[src/rtl/reg_file_mp_if.sv]
// Bus bundle for reg_file_mp: clear control, one byte-enabled write port and
// NUM_RD registered read ports. master drives requests, slave is the register file.
interface reg_file_mp_if #(
    parameter int DATA_WIDTH = 16,
    parameter int REG_NUMBER = 8,
    parameter int NUM_RD     = 2
);
    localparam int AW = $clog2(REG_NUMBER);
    localparam int BW = DATA_WIDTH / 8;

    logic                         clr;
    logic                         busy;
    logic                         en_w;
    logic [AW-1:0]                addr_w;
    logic [DATA_WIDTH-1:0]        data_w;
    logic [BW-1:0]                be_w;
    logic [NUM_RD-1:0]            en_r;
    logic [NUM_RD*AW-1:0]         addr_r;
    logic [NUM_RD*DATA_WIDTH-1:0] data_r;
    logic [NUM_RD-1:0]            valid_r;
    logic                         err_addr;

    modport master (
        output clr, en_w, addr_w, data_w, be_w, en_r, addr_r,
        input  busy, data_r, valid_r, err_addr
    );

    modport slave (
        input  clr, en_w, addr_w, data_w, be_w, en_r, addr_r,
        output busy, data_r, valid_r, err_addr
    );
endinterface

[src/rtl/reg_file_mp.sv]
// Multi-read-port register file with byte-enabled writes, optional
// write->read forwarding, a one-entry-per-cycle clear sweep and
// out-of-range address flagging. All outputs come straight from flops.
module reg_file_mp #(
    parameter int DATA_WIDTH = 16,
    parameter int REG_NUMBER = 8,
    parameter int NUM_RD     = 2,
    parameter int BYPASS     = 1
) (
    input  logic         clk,
    input  logic         rst,
    reg_file_mp_if.slave bus,
    output logic         state_dbg   // 0 = IDLE, 1 = CLEAR
);
    localparam int AW = $clog2(REG_NUMBER);
    localparam int BW = DATA_WIDTH / 8;
    localparam logic [AW:0]   REG_NUM_W = (AW+1)'(REG_NUMBER);
    localparam logic [AW-1:0] LAST_IDX  = AW'(REG_NUMBER - 1);

    typedef enum logic {IDLE = 1'b0, CLEAR = 1'b1} state_t;

    state_t                       state_q, state_d;
    logic [AW-1:0]                cnt_q, cnt_d;
    logic [DATA_WIDTH-1:0]        mem_q [REG_NUMBER];
    logic [DATA_WIDTH-1:0]        mem_d [REG_NUMBER];
    logic [NUM_RD*DATA_WIDTH-1:0] data_r_q, data_r_d;
    logic [NUM_RD-1:0]            valid_r_q, valid_r_d;
    logic                         err_q, err_d;

    function automatic logic in_range(input logic [AW-1:0] a);
        return {1'b0, a} < REG_NUM_W;
    endfunction

    // Next state: sweep sequencing, writes, read capture and address errors.
    always_comb begin
        logic                  wr_ok;
        logic [AW-1:0]         ra;
        logic [DATA_WIDTH-1:0] word;
        state_d   = state_q;
        cnt_d     = cnt_q;
        mem_d     = mem_q;
        data_r_d  = data_r_q;
        valid_r_d = '0;
        err_d     = 1'b0;
        wr_ok     = 1'b0;
        ra        = '0;
        word      = '0;
        case (state_q)
            IDLE: begin
                // A write landing in the same cycle as clr is dropped.
                wr_ok = bus.en_w && in_range(bus.addr_w) && !bus.clr;
                for (int p = 0; p < NUM_RD; p++) begin
                    if (bus.en_r[p]) begin
                        ra   = bus.addr_r[p*AW +: AW];
                        word = '0;
                        valid_r_d[p] = 1'b1;
                        if (in_range(ra)) begin
                            word = mem_q[ra];
                            if (BYPASS != 0 && wr_ok && bus.addr_w == ra) begin
                                for (int b = 0; b < BW; b++) begin
                                    if (bus.be_w[b]) word[8*b +: 8] = bus.data_w[8*b +: 8];
                                end
                            end
                        end else begin
                            err_d = 1'b1;
                        end
                        data_r_d[p*DATA_WIDTH +: DATA_WIDTH] = word;
                    end
                end
                if (bus.en_w && !in_range(bus.addr_w)) err_d = 1'b1;
                if (wr_ok) begin
                    for (int b = 0; b < BW; b++) begin
                        if (bus.be_w[b]) mem_d[bus.addr_w][8*b +: 8] = bus.data_w[8*b +: 8];
                    end
                end
                if (bus.clr) begin
                    state_d = CLEAR;
                    cnt_d   = '0;
                end
            end
            CLEAR: begin
                mem_d[cnt_q] = '0;
                if (cnt_q == LAST_IDX) begin
                    state_d = IDLE;
                    cnt_d   = '0;
                end else begin
                    cnt_d = cnt_q + 1'b1;
                end
            end
            default: state_d = IDLE;
        endcase
    end

    // State register; reset clears storage and aborts any sweep.
    always_ff @(posedge clk) begin
        if (rst) begin
            state_q <= IDLE;
            cnt_q   <= '0;
            for (int i = 0; i < REG_NUMBER; i++) mem_q[i] <= '0;
            data_r_q  <= '0;
            valid_r_q <= '0;
            err_q     <= 1'b0;
        end else begin
            state_q   <= state_d;
            cnt_q     <= cnt_d;
            mem_q     <= mem_d;
            data_r_q  <= data_r_d;
            valid_r_q <= valid_r_d;
            err_q     <= err_d;
        end
    end

    assign bus.busy     = (state_q == CLEAR);
    assign bus.data_r   = data_r_q;
    assign bus.valid_r  = valid_r_q;
    assign bus.err_addr = err_q;
    assign state_dbg    = logic'(state_q);
endmodule
[src/flat_wrapper.sv]
// flat-port wrapper written by rule: the top's interface ports become plain ports
module reg_file_mp_flat 
#(
    parameter int DATA_WIDTH = 16,
    parameter int REG_NUMBER = 8,
    parameter int NUM_RD     = 2,
    parameter int BYPASS     = 1
)
  (clk, rst, state_dbg, bus_clr, bus_en_w, bus_addr_w, bus_data_w, bus_be_w, bus_en_r, bus_addr_r, bus_busy, bus_data_r, bus_valid_r, bus_err_addr);
  reg_file_mp_if #(.DATA_WIDTH(DATA_WIDTH), .REG_NUMBER(REG_NUMBER), .NUM_RD(NUM_RD)) bus_i ();
  input  logic clk;
  input  logic rst;
  output logic state_dbg;
  input wire logic [$bits(bus_i.clr)-1:0] bus_clr;
  input wire logic [$bits(bus_i.en_w)-1:0] bus_en_w;
  input wire logic [$bits(bus_i.addr_w)-1:0] bus_addr_w;
  input wire logic [$bits(bus_i.data_w)-1:0] bus_data_w;
  input wire logic [$bits(bus_i.be_w)-1:0] bus_be_w;
  input wire logic [$bits(bus_i.en_r)-1:0] bus_en_r;
  input wire logic [$bits(bus_i.addr_r)-1:0] bus_addr_r;
  output wire logic [$bits(bus_i.busy)-1:0] bus_busy;
  output wire logic [$bits(bus_i.data_r)-1:0] bus_data_r;
  output wire logic [$bits(bus_i.valid_r)-1:0] bus_valid_r;
  output wire logic [$bits(bus_i.err_addr)-1:0] bus_err_addr;
  assign bus_i.clr = bus_clr;
  assign bus_i.en_w = bus_en_w;
  assign bus_i.addr_w = bus_addr_w;
  assign bus_i.data_w = bus_data_w;
  assign bus_i.be_w = bus_be_w;
  assign bus_i.en_r = bus_en_r;
  assign bus_i.addr_r = bus_addr_r;
  assign bus_busy = bus_i.busy;
  assign bus_data_r = bus_i.data_r;
  assign bus_valid_r = bus_i.valid_r;
  assign bus_err_addr = bus_i.err_addr;
  reg_file_mp #(.DATA_WIDTH(DATA_WIDTH), .REG_NUMBER(REG_NUMBER), .NUM_RD(NUM_RD), .BYPASS(BYPASS)) u_core (.clk(clk), .rst(rst), .bus(bus_i), .state_dbg(state_dbg));
endmodule
[config.mk]
export PLATFORM = sky130hd
export DESIGN_NAME = reg_file_mp_flat
export DESIGN_NICKNAME = d
export VERILOG_FILES = /design/src/rtl/reg_file_mp_if.sv /design/src/rtl/reg_file_mp.sv /design/src/flat_wrapper.sv
export SDC_FILE = /design/constraint.sdc
export NUM_CORES = 1
export LEC_CHECK = 0
export BUFFER_PORTS_ARGS = -buffer_cell sky130_fd_sc_hd__buf_4
export CAP_MARGIN = 5
export CELL_PAD_IN_SITES_DETAIL_PLACEMENT = 0
export CELL_PAD_IN_SITES_GLOBAL_PLACEMENT = 2
export CORE_MARGIN = 2
export CORE_UTILIZATION = 41
export CTS_CLUSTER_DIAMETER = 80
export DETAILED_ROUTE_END_ITERATION = 6
export PLACE_DENSITY = 0.89
export SLEW_MARGIN = 20
export SYNTH_ARGS = -nofsm -noshare
export SYNTH_HDL_FRONTEND = slang
export SYNTH_SLANG_ARGS = --single-unit
[constraint.sdc]
create_clock -name clk -period 5.2 [get_ports clk]
set_clock_uncertainty 0.15 [all_clocks]
set_input_delay 0.78 -clock clk [delete_from_list [all_inputs] [get_ports clk]]
set_output_delay 0.78 -clock clk [all_outputs]
set_load 0.05 [all_outputs]
[Yosys cells after proc, flatten, opt, wreduce, memory -nomap -nowiden]
Index checks and enable logic that the tools add are counted.
Storage, ports and cells
  register bits after elaboration: 166
  input port bits: 33
  word-level logic and storage cells: 75
Operators by class
  add/subtract/negate cells: 1
  magnitude comparators: 6
  bitwise operators: 7
  equal/unequal tests: 5
  mux-type cells: 34
  reduce and logical (&&, ||, !) cells: 9
Operators with widths (number)
  2-to-1 mux 128 bit: 5
  bitwise mux 128 bit: 2
  case mux 128 bit (2 select lines): 1
  demux 16 bit (select 3 bit): 3
  AND 128 bit: 1
  2-to-1 mux 16 bit: 8
  inverter 128 bit: 1
  binary-select mux 16 bit (select 3 bit): 2
  2-to-1 mux 8 bit: 5
  greater-or-equal comparator 4 bit, second input constant: 4
  inverter 3 -> 4 bit: 4
  less-than comparator 4 x 1 -> 1 bit, second input constant: 2
  == test 3 bit: 2
  2-to-1 mux 3 bit: 2
  case mux 3 bit (2 select lines): 1
  logical AND 1 bit: 5
  2-to-1 mux 1 bit: 4
  AND reduction 2 bit: 2
  adder 3 x 1 -> 3 bit, second input constant: 1
  == test 3 bit, second input constant: 1
  != test 2 x 1 -> 1 bit, second input constant: 1
  != test 2 bit, second input constant: 1
  case mux 1 bit (2 select lines): 1
  OR reduction 2 bit: 1
  other kinds (2): 2

[Depth between registers and ports, before layout]
  depth in word-level cells: 13
  depth in mapped cells: 7
  depth with buffers taken out: 4

[Least setup slack after synthesis]
OpenSTA, ideal clock, no wires.
  path type: input port to flip-flop
  start: input port bus_addr_r[2]
  end: register u_core.data_r_q[12] (netlist: u_core.bus.data_r[12])
  required time: 4.928 ns
  cell stages on the path: 6
  arrival: 2.019 ns
  buffers on the path: 2
  library setup time: 0.122 ns
  setup slack: 2.909 ns
  cells stage by stage: buf_6 buf_6 mux4_1 mux2i_1 nor3_1 a221o_1
Between the ends
  cells in the longest elaborated chain, start to end: 6
Ends and longest elaborated chain
  from (decl): line flat_wrapper.sv:20  | input wire logic [$bits(bus_i.addr_r)-1:0] bus_addr_r;
  inverter 3 -> 4 bit (implied by the code): line reg_file_mp.sv:58  | word = mem_q[ra];
  binary-select mux 16 bit (select 3 bit): line reg_file_mp.sv:58
  2-to-1 mux 16 bit (implied by the code) (2 in a row): line reg_file_mp.sv:58
  2-to-1 mux 8 bit: line reg_file_mp.sv:61  | if (bus.be_w[b]) word[8*b +: 8] = bus.data_w[8*b +: 8];
  2-to-1 mux 16 bit (*): line reg_file_mp.sv:59  | if (BYPASS != 0 && wr_ok && bus.addr_w == ra) begin
  to (signal assigned): line reg_file_mp.sv:107  | data_r_q <= data_r_d;
  to (decl): line reg_file_mp.sv:26  | logic [NUM_RD*DATA_WIDTH-1:0] data_r_q, data_r_d;
Every way passes the cells marked *; elsewhere a longest branch is shown, timed or not. The select of a mux whose other input is x is not followed.
A chain may end at the register's enable or synchronous reset.

[Worst setup path in the final report]
  start: register u_core.state_q (netlist: u_core.bus.busy)
  end: register u_core.mem_q[99] in the netlist's numbering
Between the ends
  cells in the longest elaborated chain, start to end: 2
Ends and longest elaborated chain
  from (decl): line reg_file_mp.sv:22  | state_t state_q, state_d;
  from (signal assigned): line reg_file_mp.sv:104  | state_q <= state_d;
  inverter 1 bit (no source line)
  case mux 128 bit (2 select lines) or != test 2 x 1 -> 1 bit (tied branches)
  to (signal assigned): line reg_file_mp.sv:106  | mem_q <= mem_d;
  to (decl): line reg_file_mp.sv:24  | logic [DATA_WIDTH-1:0] mem_q [REG_NUMBER];
Several ways; a longest one is shown, not always the timed one.

==> reports/metrics.csv <==
metric,value,unit
clk sinks,166,
Vias/cell,6.429,
total CTS buffers,17,
number of vias in the routed layout,6140,
"EDFF count, synth",0,
Least-Margin Pin Slew,1.050,ns
Synth Instances,647,
die extent in y,144.9,um
H-tree depth,4,
CP startpoint kind,flip-flop,
CTS tree,done,
RR Endpoint,u_core.mem_q[99],
nets@finish,711,
I/O pin total,70,
RD Place Congestion,0.8688,
P_leak,3.577,nW
Initial Util,0.4179,
total power,2.784,mW
min Tclk post-route,3.064,ns
Core Region,19460,um^2
post-layout instance area,9196,um^2
pin count of the biggest net entering global routing,34,
1st-iter DRT viols,614,
instance area after placement,8603,um^2
"area leader, netlist",dfxtp_1,
Power Dens Cells,302.7,nW/um^2
"Slew Viols, Final",0,
Bufs on Longest Clock Path,2,
initial antenna violation count,0,
Setup Crit Path Kind,reg2reg,
Async SR Flop Fraction,0,
top-area cell type share of the netlist area,0.4086,
Post-CTS Setup Bufs,0,
Hold EP,u_core.bus.data_r[23],
first-pass GRT wire length,36190,um
reg2reg path depth,4,
total grt overflow,0,
VDD IR max,250.3,uV
Crit. Startpoint,u_core.bus.busy,
Post-Syn Area per Cell,12.57,um^2
CP Capture Type,flip-flop,
worst hold start,u_core.bus.data_r[23],
Hold WC Path Type,reg2reg,
# fillers,1737,
Worst EP arrival,3.29,ns
Routed WL per cell,25.09,um
gr usage total,0.2346,
Resize count post-CTS,0,
# rows,51,
share of post-route cells with drive strength above 1,0.2496,
Worst slew margin,0.2971,
FF-to-FF Start,u_core.bus.busy,
max_cap viols,0,
"Hold-fix buffers, CTS",0,
Die W,144.9,um
area of the mapped netlist,8134,um^2
sequential area share after synthesis,0.4086,
DRC violations left,0,
net count after synthesis,682,
final period utilization,0.5892,
Fin Setup TNS,0,ns
Critical Path Fanout Max,27,
RSZ-0062 raised after global routing,false,
Main synth FF type,dfxtp_1,
"antenna viol nets, final",0,
HPWL Detailed,16350,um
final hold violations,0,
Required @ worst endpoint,5.43,ns
post-synth cell types,46,
# port buffers,68,
DRT Wirelength,23960,um
r2r setup slk,2.14,ns
Die Area,20980,um^2
Synth-to-Final Area Change,13.06,%
clock root buffer,clkbuf_16,
fmax,326.4,MHz
setup violators final,0,
"CTS clk-pin slew, worst paths",0.07,ns
Yosys reg bits,166,
vias in the first global route,6068,
first-pass detailed-route iteration total,5,
clk_lat worst skew,0.43,ns
largest cells by area after synthesis,"dfxtp_1 (41%), a22o_1 (14%), mux4_2 (12%), mux4_1 (6.1%), a221o_1 (3.9%)",
yosys warns,0,
status,finished clean,
WHS Path Cells,1,
## cell usage after synthesis (4+ instances only)
library cell	count
dfxtp_1	166
nor4_4	4
mux4_2	45
a221o_1	32
and2_1	18
nor2_1	27
mux4_1	19
buf_6	10
nand2_1	6
nor3_1	32
a22o_1	128
buf_2	14
xor2_1	4
buf_4	10
inv_1	7
a21oi_1	4
nand4bb_1	5
nand3b_1	4
clkbuf_1	23
mux2i_1	32
nor2_2	4
a22oi_1	14
## layer usage
metal  routed length, um  track usage  vias up
met4                 598      0.08891        0
li1                    -            -     2705
met5                   0            0        -
met2               10500       0.3503      315
met1               10500       0.3254     3068
met3                2360      0.06384       52
## where the power goes
part           switching [mW]  internal, mW
logic                   0.157        0.0718
clock network           0.544         0.724
registers             0.00855          1.28
total                   0.710          2.07
## critical path: stages, from the launching register on
cell       delay (ns)
dfxtp_1          0.91
nand4bb_1        0.68
a22oi_1          0.19
nor2_1           0.82
a22o_1           0.26
## final cells by class
| class | count | area, um^2 | share of cell area |
|---|---|---|---|
| Timing Repair Buffer | 69 | 518.0 | 0.05633 |
| Clock inverter | 13 | 147.6 | 0.01605 |
| Sequential cell | 166 | 3323 | 0.3614 |
| Inverter | 7 | 26.28 | 0.002857 |
| Tap cell | 265 | 331.6 | 0.03605 |
| Multi-Input combinational cell | 415 | 4404 | 0.4789 |
| Antenna cell | 1 | 2.502 | 0.0002721 |
| Clock buffer | 19 | 442.9 | 0.04816 |
## layout by cell type (no fill, tap or decap), drive strengths merged, types with 4 or more instances in the layout
cell and n:
dfxtp 166, a22o 128, buf 69, mux4 64
nor3 36, nor2 33, mux2i 32, a221o 32
clkbuf 19, and2 18, a22oi 16, inv 9
nand2 6, xor2 6, nand3b 6, nand4bb 5
clkinv 5, nor4 4, clkinvlp 4, a21oi 4
## kinds of logic after synthesis
| logic type | Yosys count | share of synthesized area |
|---|---|---|
| other | 1 | 0.0004610 |
| xor gates and xnor gates | 6 | 0.008306 |
| and+or+nand+nor | 128 | 0.1060 |
| buffers and inverters | 66 | 0.05045 |
| DFF | 166 | 0.4086 |
| AOI/OAI and AO/OA | 182 | 0.1978 |
| adders and majority gates | 2 | 0.003076 |
| muxes | 96 | 0.2254 |
## worst max-delay path by stage
stage | end | depth (start not counted) | slack [ns]
finish | u_core.mem_q[99] | 4 | 2.14
CTS | u_core.mem_q[99] | 4 | 2.23
global route | u_core.mem_q[96] | 4 | 2.08
global placement | u_core.mem_q[117] | 4 | 2.30
floorplan | u_core.bus.data_r[12] | 6 | 2.91
detailed placement | u_core.mem_q[99] | 4 | 2.21
## state kept, by name, summed over array words and instances (netlist names)
| signal | cells |
|---|---|
| u_core.cnt_q | 3 |
| u_core.bus.valid_r | 2 |
| u_core.bus.data_r | 32 |
| u_core.mem_q | 128 |
| u_core.bus.busy | 1 |
## stage by stage
stage / hold WS [ns] / worst slack [ns] / cells / util
2_1_floorplan: 0.2976 / 2.909 / 647 / -
3_3_place_gp: 0.3140 / 2.303 / 922 / 0.4419
3_5_place_dp: 0.3231 / 2.206 / 922 / 0.4420
4_1_cts: 0.3424 / 2.231 / 954 / 0.4724
5_1_grt: 0.3532 / 2.084 / 954 / 0.4724
6_report: 0.3368 / 2.136 / 955 / 0.4725
No activity file was read; power rests on OpenSTA's default activity.
